$ cat src/rtl/frame_buffer_writer.sv
// Drains the pixel CDC FIFO into DDR through the MIG write handshake, placing
// successive frames into a ring of frame buffers; locked buffers are skipped.
module frame_buffer_writer #(
  parameter int ADDR_W         = 29,
  parameter int CNT_W          = 9,
  parameter int BURST_LEN      = 1,
  parameter int ADDR_INCREMENT = 8,
  parameter int NUM_BUFFERS    = 4,
  parameter int RESET_CYCLES   = 4,
  parameter int FLUSH_ON_END   = 1,
  localparam int IDX_W         = (NUM_BUFFERS > 1) ? $clog2(NUM_BUFFERS) : 1
) (
  input  logic                   mem_clk,
  input  logic                   mem_reset,
  input  logic                   frame_valid,
  input  logic [ADDR_W-1:0]      base_addr,
  input  logic [ADDR_W-1:0]      buf_stride,
  input  logic [19:0]            max_bursts,
  input  logic [NUM_BUFFERS-1:0] buf_lock,
  input  logic [CNT_W-1:0]       fifo_rd_data_count,
  input  logic                   fifo_empty,
  input  logic                   fifo_rst_busy,
  output logic                   fifo_reset,
  output logic                   discard_rd_en,
  output logic                   mem_wr_req,
  output logic [ADDR_W-1:0]      mem_wr_addr,
  input  logic                   mem_wr_ack,
  output logic                   ready,
  output logic                   frame_written,
  output logic [IDX_W-1:0]       written_buf,
  output logic [19:0]            written_bursts,
  output logic                   frame_skipped,
  output logic                   truncated,
  output logic [2:0]             dbg_state
);

  localparam int RC_W = (RESET_CYCLES > 1) ? $clog2(RESET_CYCLES) : 1;
  localparam logic [RC_W-1:0]   RC_LAST  = RC_W'(RESET_CYCLES - 1);
  localparam logic [CNT_W-1:0]  BURST_WORDS = CNT_W'(BURST_LEN);
  localparam logic [ADDR_W-1:0] ADDR_STEP   = ADDR_W'(ADDR_INCREMENT);
  localparam logic [IDX_W-1:0]  LAST_IDX    = IDX_W'(NUM_BUFFERS - 1);

  // MIG handshake: mem_wr_req is a registered level that rises the cycle after
  // WRITE_REQ qualifies and holds, with mem_wr_addr stable, until the cycle in
  // which mem_wr_ack is sampled high; it is low the cycle after that ack.
  typedef enum logic [2:0] {
    S_RESET_FIFO = 3'd0,
    S_IDLE       = 3'd1,
    S_WRITE_REQ  = 3'd2,
    S_WRITE_ACK  = 3'd3,
    S_FLUSH_REQ  = 3'd4,
    S_FLUSH_ACK  = 3'd5,
    S_DISCARD    = 3'd6,
    S_DONE       = 3'd7
  } state_t;

  state_t            state_q, state_d;
  logic              fv_meta_q, fv_s_q, fv_prev_q;
  logic [RC_W-1:0]   rst_cnt_q, rst_cnt_d;
  logic              fifo_reset_q, fifo_reset_d;
  logic              req_q, req_d;
  logic [ADDR_W-1:0] addr_q, addr_d;
  logic [19:0]       burst_cnt_q, burst_cnt_d;
  logic [IDX_W-1:0]  sel_idx_q, sel_idx_d;
  logic [IDX_W-1:0]  wr_ptr_q, wr_ptr_d;
  logic              discard_q, discard_d;
  logic              trunc_path_q, trunc_path_d;
  logic              written_q, written_d;
  logic [IDX_W-1:0]  written_buf_q, written_buf_d;
  logic [19:0]       written_bursts_q, written_bursts_d;
  logic              skipped_q, skipped_d;
  logic              truncated_q, truncated_d;

  logic              fv_rise;
  logic              sel_found;
  logic [IDX_W-1:0]  sel_idx;
  logic              hit_limit;

  assign fv_rise   = fv_s_q & ~fv_prev_q;
  assign hit_limit = (max_bursts != 20'd0) && ((burst_cnt_q + 20'd1) == max_bursts);

  // Cyclic search from wr_ptr: iterate from the far end so the nearest free
  // buffer is the last one assigned.
  always_comb begin
    sel_found = 1'b0;
    sel_idx   = '0;
    for (int k = NUM_BUFFERS - 1; k >= 0; k--) begin
      if (!buf_lock[IDX_W'((int'(wr_ptr_q) + k) % NUM_BUFFERS)]) begin
        sel_found = 1'b1;
        sel_idx   = IDX_W'((int'(wr_ptr_q) + k) % NUM_BUFFERS);
      end
    end
  end

  always_ff @(posedge mem_clk or posedge mem_reset) begin
    if (mem_reset) begin
      fv_meta_q <= 1'b0;
      fv_s_q    <= 1'b0;
      fv_prev_q <= 1'b0;
    end else begin
      fv_meta_q <= frame_valid;
      fv_s_q    <= fv_meta_q;
      fv_prev_q <= fv_s_q;
    end
  end

  always_ff @(posedge mem_clk or posedge mem_reset) begin
    if (mem_reset) begin
      state_q          <= S_RESET_FIFO;
      rst_cnt_q        <= '0;
      fifo_reset_q     <= 1'b1;
      req_q            <= 1'b0;
      addr_q           <= '0;
      burst_cnt_q      <= '0;
      sel_idx_q        <= '0;
      wr_ptr_q         <= '0;
      discard_q        <= 1'b0;
      trunc_path_q     <= 1'b0;
      written_q        <= 1'b0;
      written_buf_q    <= '0;
      written_bursts_q <= '0;
      skipped_q        <= 1'b0;
      truncated_q      <= 1'b0;
    end else begin
      state_q          <= state_d;
      rst_cnt_q        <= rst_cnt_d;
      fifo_reset_q     <= fifo_reset_d;
      req_q            <= req_d;
      addr_q           <= addr_d;
      burst_cnt_q      <= burst_cnt_d;
      sel_idx_q        <= sel_idx_d;
      wr_ptr_q         <= wr_ptr_d;
      discard_q        <= discard_d;
      trunc_path_q     <= trunc_path_d;
      written_q        <= written_d;
      written_buf_q    <= written_buf_d;
      written_bursts_q <= written_bursts_d;
      skipped_q        <= skipped_d;
      truncated_q      <= truncated_d;
    end
  end

  always_comb begin
    state_d          = state_q;
    rst_cnt_d        = rst_cnt_q;
    fifo_reset_d     = fifo_reset_q;
    req_d            = req_q;
    addr_d           = addr_q;
    burst_cnt_d      = burst_cnt_q;
    sel_idx_d        = sel_idx_q;
    wr_ptr_d         = wr_ptr_q;
    discard_d        = 1'b0;
    trunc_path_d     = trunc_path_q;
    written_d        = 1'b0;
    written_buf_d    = written_buf_q;
    written_bursts_d = written_bursts_q;
    skipped_d        = 1'b0;
    truncated_d      = 1'b0;

    case (state_q)
      S_RESET_FIFO: begin
        if (fifo_reset_q) begin
          if (rst_cnt_q == RC_LAST) fifo_reset_d = 1'b0;
          else                      rst_cnt_d    = rst_cnt_q + 1'b1;
        end else if (!fifo_rst_busy) begin
          state_d = S_IDLE;
        end
      end

      S_IDLE: begin
        if (fv_rise) begin
          sel_idx_d    = sel_idx;
          trunc_path_d = 1'b0;
          if (sel_found) begin
            addr_d      = base_addr + (buf_stride * ADDR_W'(sel_idx));
            burst_cnt_d = '0;
            state_d     = S_WRITE_REQ;
          end else begin
            skipped_d = 1'b1;
            state_d   = S_DISCARD;
          end
        end
      end

      S_WRITE_REQ: begin
        // A stale ack still high from the previous burst must not qualify.
        if ((fifo_rd_data_count >= BURST_WORDS) && !mem_wr_ack) begin
          req_d   = 1'b1;
          state_d = S_WRITE_ACK;
        end else if (!fv_s_q && fifo_empty) begin
          state_d = (FLUSH_ON_END != 0) ? S_FLUSH_REQ : S_DONE;
        end
      end

      S_WRITE_ACK: begin
        if (mem_wr_ack) begin
          req_d       = 1'b0;
          addr_d      = addr_q + ADDR_STEP;
          burst_cnt_d = burst_cnt_q + 20'd1;
          if (hit_limit) begin
            truncated_d  = 1'b1;
            trunc_path_d = 1'b1;
            state_d      = S_DISCARD;
          end else begin
            state_d = S_WRITE_REQ;
          end
        end
      end

      S_FLUSH_REQ: begin
        req_d   = 1'b1;
        state_d = S_FLUSH_ACK;
      end

      S_FLUSH_ACK: begin
        if (mem_wr_ack) begin
          req_d   = 1'b0;
          addr_d  = addr_q + ADDR_STEP;
          state_d = S_DONE;
        end
      end

      S_DISCARD: begin
        discard_d = !fifo_empty;
        if (!fv_s_q && fifo_empty) begin
          if (trunc_path_q) begin
            state_d = S_DONE;
          end else begin
            state_d      = S_RESET_FIFO;
            fifo_reset_d = 1'b1;
            rst_cnt_d    = '0;
          end
        end
      end

      S_DONE: begin
        written_d        = 1'b1;
        written_buf_d    = sel_idx_q;
        written_bursts_d = burst_cnt_q;
        wr_ptr_d         = (sel_idx_q == LAST_IDX) ? '0 : sel_idx_q + 1'b1;
        state_d          = S_RESET_FIFO;
        fifo_reset_d     = 1'b1;
        rst_cnt_d        = '0;
      end

      default: state_d = S_RESET_FIFO;
    endcase
  end

  assign fifo_reset     = fifo_reset_q;
  assign discard_rd_en  = discard_q;
  assign mem_wr_req     = req_q;
  assign mem_wr_addr    = addr_q;
  assign ready          = (state_q == S_IDLE);
  assign frame_written  = written_q;
  assign written_buf    = written_buf_q;
  assign written_bursts = written_bursts_q;
  assign frame_skipped  = skipped_q;
  assign truncated      = truncated_q;
  assign dbg_state      = state_q;

endmodule

$ cat config.mk
export PLATFORM = sky130hd
export DESIGN_NAME = frame_buffer_writer
export DESIGN_NICKNAME = d
export VERILOG_FILES = /design/src/rtl/frame_buffer_writer.sv
export SDC_FILE = /design/constraint.sdc
export NUM_CORES = 1
export LEC_CHECK = 0
export CORE_ASPECT_RATIO = 1.4
export CORE_UTILIZATION = 59
export DETAILED_ROUTE_END_ITERATION = 10
export DONT_BUFFER_PORTS = 1
export PLACE_DENSITY = 0.8
export SYNTH_ARGS = -nofsm -noshare
export SYNTH_HDL_FRONTEND = slang
export SYNTH_SLANG_ARGS = --single-unit
$ cat constraint.sdc
create_clock -name mem_clk -period 4.35 [get_ports mem_clk]
set_input_delay 0.87 -clock mem_clk [delete_from_list [all_inputs] [get_ports mem_clk]]
set_output_delay 0.87 -clock mem_clk [all_outputs]
set_load 0.02 [all_outputs]
==> run_results.csv <==
group,metric,value,unit
status,status,"finished clean",
timing,setup_ws,266,ps
setup_path,path_max_fanout,6,
place,place_congestion,0.951,
route,firstDrtPassIters,5,
clocking,numCtsBuffers,9,
route,viasPerCell,6.18,
floorplan,start_util,0.602,
route,finalWirelength,19000,µm
global_routing,grt_start_max_net_pins,62,
yosys,netlist_area,7710,µm²
clocking,clk_latency,350,ps
floorplan,dieArea,13500,µm²
timing,slew_violations,0,
floorplan,die_h,137,µm
place,dp_slack,-91.9,ps
timing,timing.hold.ws,368,ps
place,io_buffers,0,
global_routing,grt_pass1_vias,6490,
setup_path,required,4590,ps
timing,tightest_slew,1020,ps
route,via_count,6833,
cells_and_area,final_layout_size_suffix_gt1_frac,0.104,
floorplan,rows,49,
timing,skew,7.31,ps
global_routing,grt_use_total,0.285,
setup_path,critPathLaunchType,"flop",
route,avgRoutedWirePerCell,17.2,µm
clocking,cts_tree,"done",
yosys,synth_edf_count,0,
yosys,yosys.area.top_type,"dfrtp_1",
setup_path,crit_chain,"mux2i_1 > a221oi_4 > nand2_1 > fa_1 > inv_1 > ha_1 > fa_1 > a21o_1 > a221oi_2 > nor3_1 > or2_2 > xnor2_1 > a21oi_1 > nor2_1 > o2bb2a_1",
cells_and_area,num-nets-final,1108,
yosys,ys.flop_type,"dfrtp_1",
place,dp_hpwl,14800,µm
pwr,p_per_area,602,nW/µm²
cells_and_area,area_delta_synth_final,7.81,%
cells_and_area,final-seq-area,2250,µm²
cells_and_area,fill_cells,1097,
clocking,htree_levels,3,
yosys,synth_nets,1105,
floorplan,ios,158,
route,antenna_left,0,
hold_path,hold_path.class,"reg -> reg",
yosys,seq_area_frac_synth,0.292,
pwr,peakVddDrop,0.306,mV
run,maxCapViolCount,0,
clocking,clock-root-buffer,"clkbuf_16",
clocking,clockBufferDepth,2,
cells_and_area,diodes,0,
yosys,ys_seq_elements,90,
global_routing,antenna_found_initial,0,
route,drtIter0Drc,373,
setup_path,crit_type,"reg -> reg",
yosys,async_flop_share,1.00,
cells_and_area,multi_input_area,4920,µm²
yosys,synth_area_leaders,"dfrtp_1, fa_1, nand2_1",
setup_path,crit_top_cell,"fa_1",
timing,relSlewSlack,0.316,
route,drc,0,
floorplan,die-width,98.6,µm
setup_path,cp_slowest_cell,"fa_1",
timing,rsz0062_at_grt,"false",
clocking,clock-sinks,90,
floorplan,coreArea,12800,µm²
setup_path,end_kind,"flop",
setup_path,critPathMaxStageDelay,490,ps
timing,post-route-min-period,4080,ps
yosys,synth_top_area_frac,0.289,
clocking,path_clk_slew,70,ps
yosys,postSynthAreaPerCell,8.16,µm²
yosys,syn_inst,945,
setup_path,arrival,4320,ps
timing,hold_viol_final,0,
timing,fmax,245,MHz
global_routing,grt_pass1_wl,30500,µm
timing,finalSetupViolCount,0,
yosys,ys_warn_count,0,
timing,finalCritPeriodShare,0.939,
global_routing,grt_overflow,0,
pwr,p_leak,3.84,nW
yosys,yosysUniqueCellTypes,75,
-- layer usage --
metal	vias to the layer above	GRT usage	routed length, µm
li1	3315	-	-
met1	3252	0.310	7410
met2	229	0.545	10100
met3	37	0.0528	1090
met4	0	0.111	472
met5	-	0	0
-- power breakdown --
part	switching (W)	internal, W	total [W]
Combinational	0.00148	0.00117	0.00265
Sequential	0.000554	0.00105	0.00160
Clock	0.000351	0.000408	0.000759
-- sequential cells by signal, summed over array words and instances (netlist names) --
signal	count
wr_ptr_q	2
sel_idx_q	2
burst_cnt_q	20
frame_written	1
fifo_reset	1
rst_cnt_q	2
written_bursts	20
fv_s_q	1
mem_wr_addr	29
frame_skipped	1
dbg_state	3
fv_prev_q	1
trunc_path_q	1
discard_rd_en	1
written_buf	2
truncated	1
fv_meta_q	1
mem_wr_req	1
-- placed cells by master, fill, tap and decap left out, types with 8 or more instances in the layout --
| cell type | Yosys | routed |
|---|---|---|
| a211oi_1 | 9 | 8 |
| a21o_1 | 11 | 11 |
| a21oi_1 | 64 | 63 |
| a31oi_1 | 13 | 13 |
| and2_1 | 13 | 13 |
| and3_1 | 10 | 10 |
| buf_4 | 3 | 35 |
| clkbuf_16 | 0 | 9 |
| dfrtp_1 | 89 | 89 |
| fa_1 | 28 | 28 |
| ha_1 | 35 | 35 |
| inv_1 | 99 | 98 |
| mux2_2 | 22 | 22 |
| nand2_1 | 127 | 127 |
| nand3_1 | 38 | 38 |
| nand4_1 | 17 | 17 |
| nor2_1 | 56 | 56 |
| nor3_1 | 15 | 15 |
| nor4_1 | 12 | 12 |
| o21ai_0 | 69 | 69 |
| o31ai_1 | 9 | 9 |
| xnor2_1 | 39 | 39 |
| xor2_1 | 13 | 13 |
-- what timing repair did --
item	4_1_cts	5_1_grt
setup buffers	0	0
gates resized for setup	0	1
hold endpoints to repair	0	0
setup endpoints to repair	0	1
hold buffers	0	0
-- synth_stat cells, drive strengths merged (17+ instances only) --
cell type and count:
a21oi 64, clkbuf 32, dfrtp 89, fa 28, ha 35, inv 99, mux2 22, nand2 128
nand3 40, nand4 17, nor2 56, o21ai 70, xnor2 39
-- stage by stage --
step | setup TNS (ps) | instances | power, W | cell area [µm²] | utilization
after global routing | 0 | 1106 | 0.00540 | 8310 | 0.649
after CTS | 0 | 1106 | 0.00500 | 8310 | 0.648
after detailed placement | -568 | 1090 | 0.00423 | 8020 | 0.626
after floorplan | -19.4 | 945 | 0.00349 | 7730 | -
final | 0 | 1106 | 0.00501 | 8310 | 0.649
after global placement | 0 | 1090 | 0.00415 | 8020 | 0.626
-- cell type report --
cell class / instances / area share
tap: 153 / 0.0230
sequential: 90 / 0.271
timing repair buffer: 36 / 0.0340
clock inverter: 6 / 0.00587
clock buffer: 10 / 0.0288
inverter: 99 / 0.0450
multi-input combinational: 712 / 0.592
-- cell families after synthesis --
kind of cell | after synthesis | share of synthesized area
AND/OR/NAND/NOR | 328 | 0.206
multiplexers | 27 | 0.0386
adder cells (fa/ha/maj) | 63 | 0.130
flip-flops | 90 | 0.292
AO/OA/AOI/OAI | 242 | 0.199
buffers and inverters | 143 | 0.0758
XOR/XNOR | 52 | 0.0591
-- critical path: cells and delay by family (launching register included) --
family	cells	cell delay, ps
flops	1	450
fa+ha+maj	3	1110
compound gates	5	1360
mux	1	200
xor+xnor	1	160
buf+inv	1	40
simple gates	4	670
-- worst paths after layout --
path                              endpoint   startpoint  cells past startpoint  slack (ps)
setup / recovery           mem_wr_addr[13]  wr_ptr_q[1]                     15         270
hold / removal                      fv_s_q    fv_meta_q                      0         370
setup reg to reg           mem_wr_addr[13]  wr_ptr_q[1]                     15         270
hold reg to reg                     fv_s_q    fv_meta_q                      0         370
max in group asynchronous       fifo_reset    mem_reset                      2        2920
min in group asynchronous  mem_wr_addr[22]    mem_reset                      1         520
No activity file was read; power rests on OpenSTA's default activity.
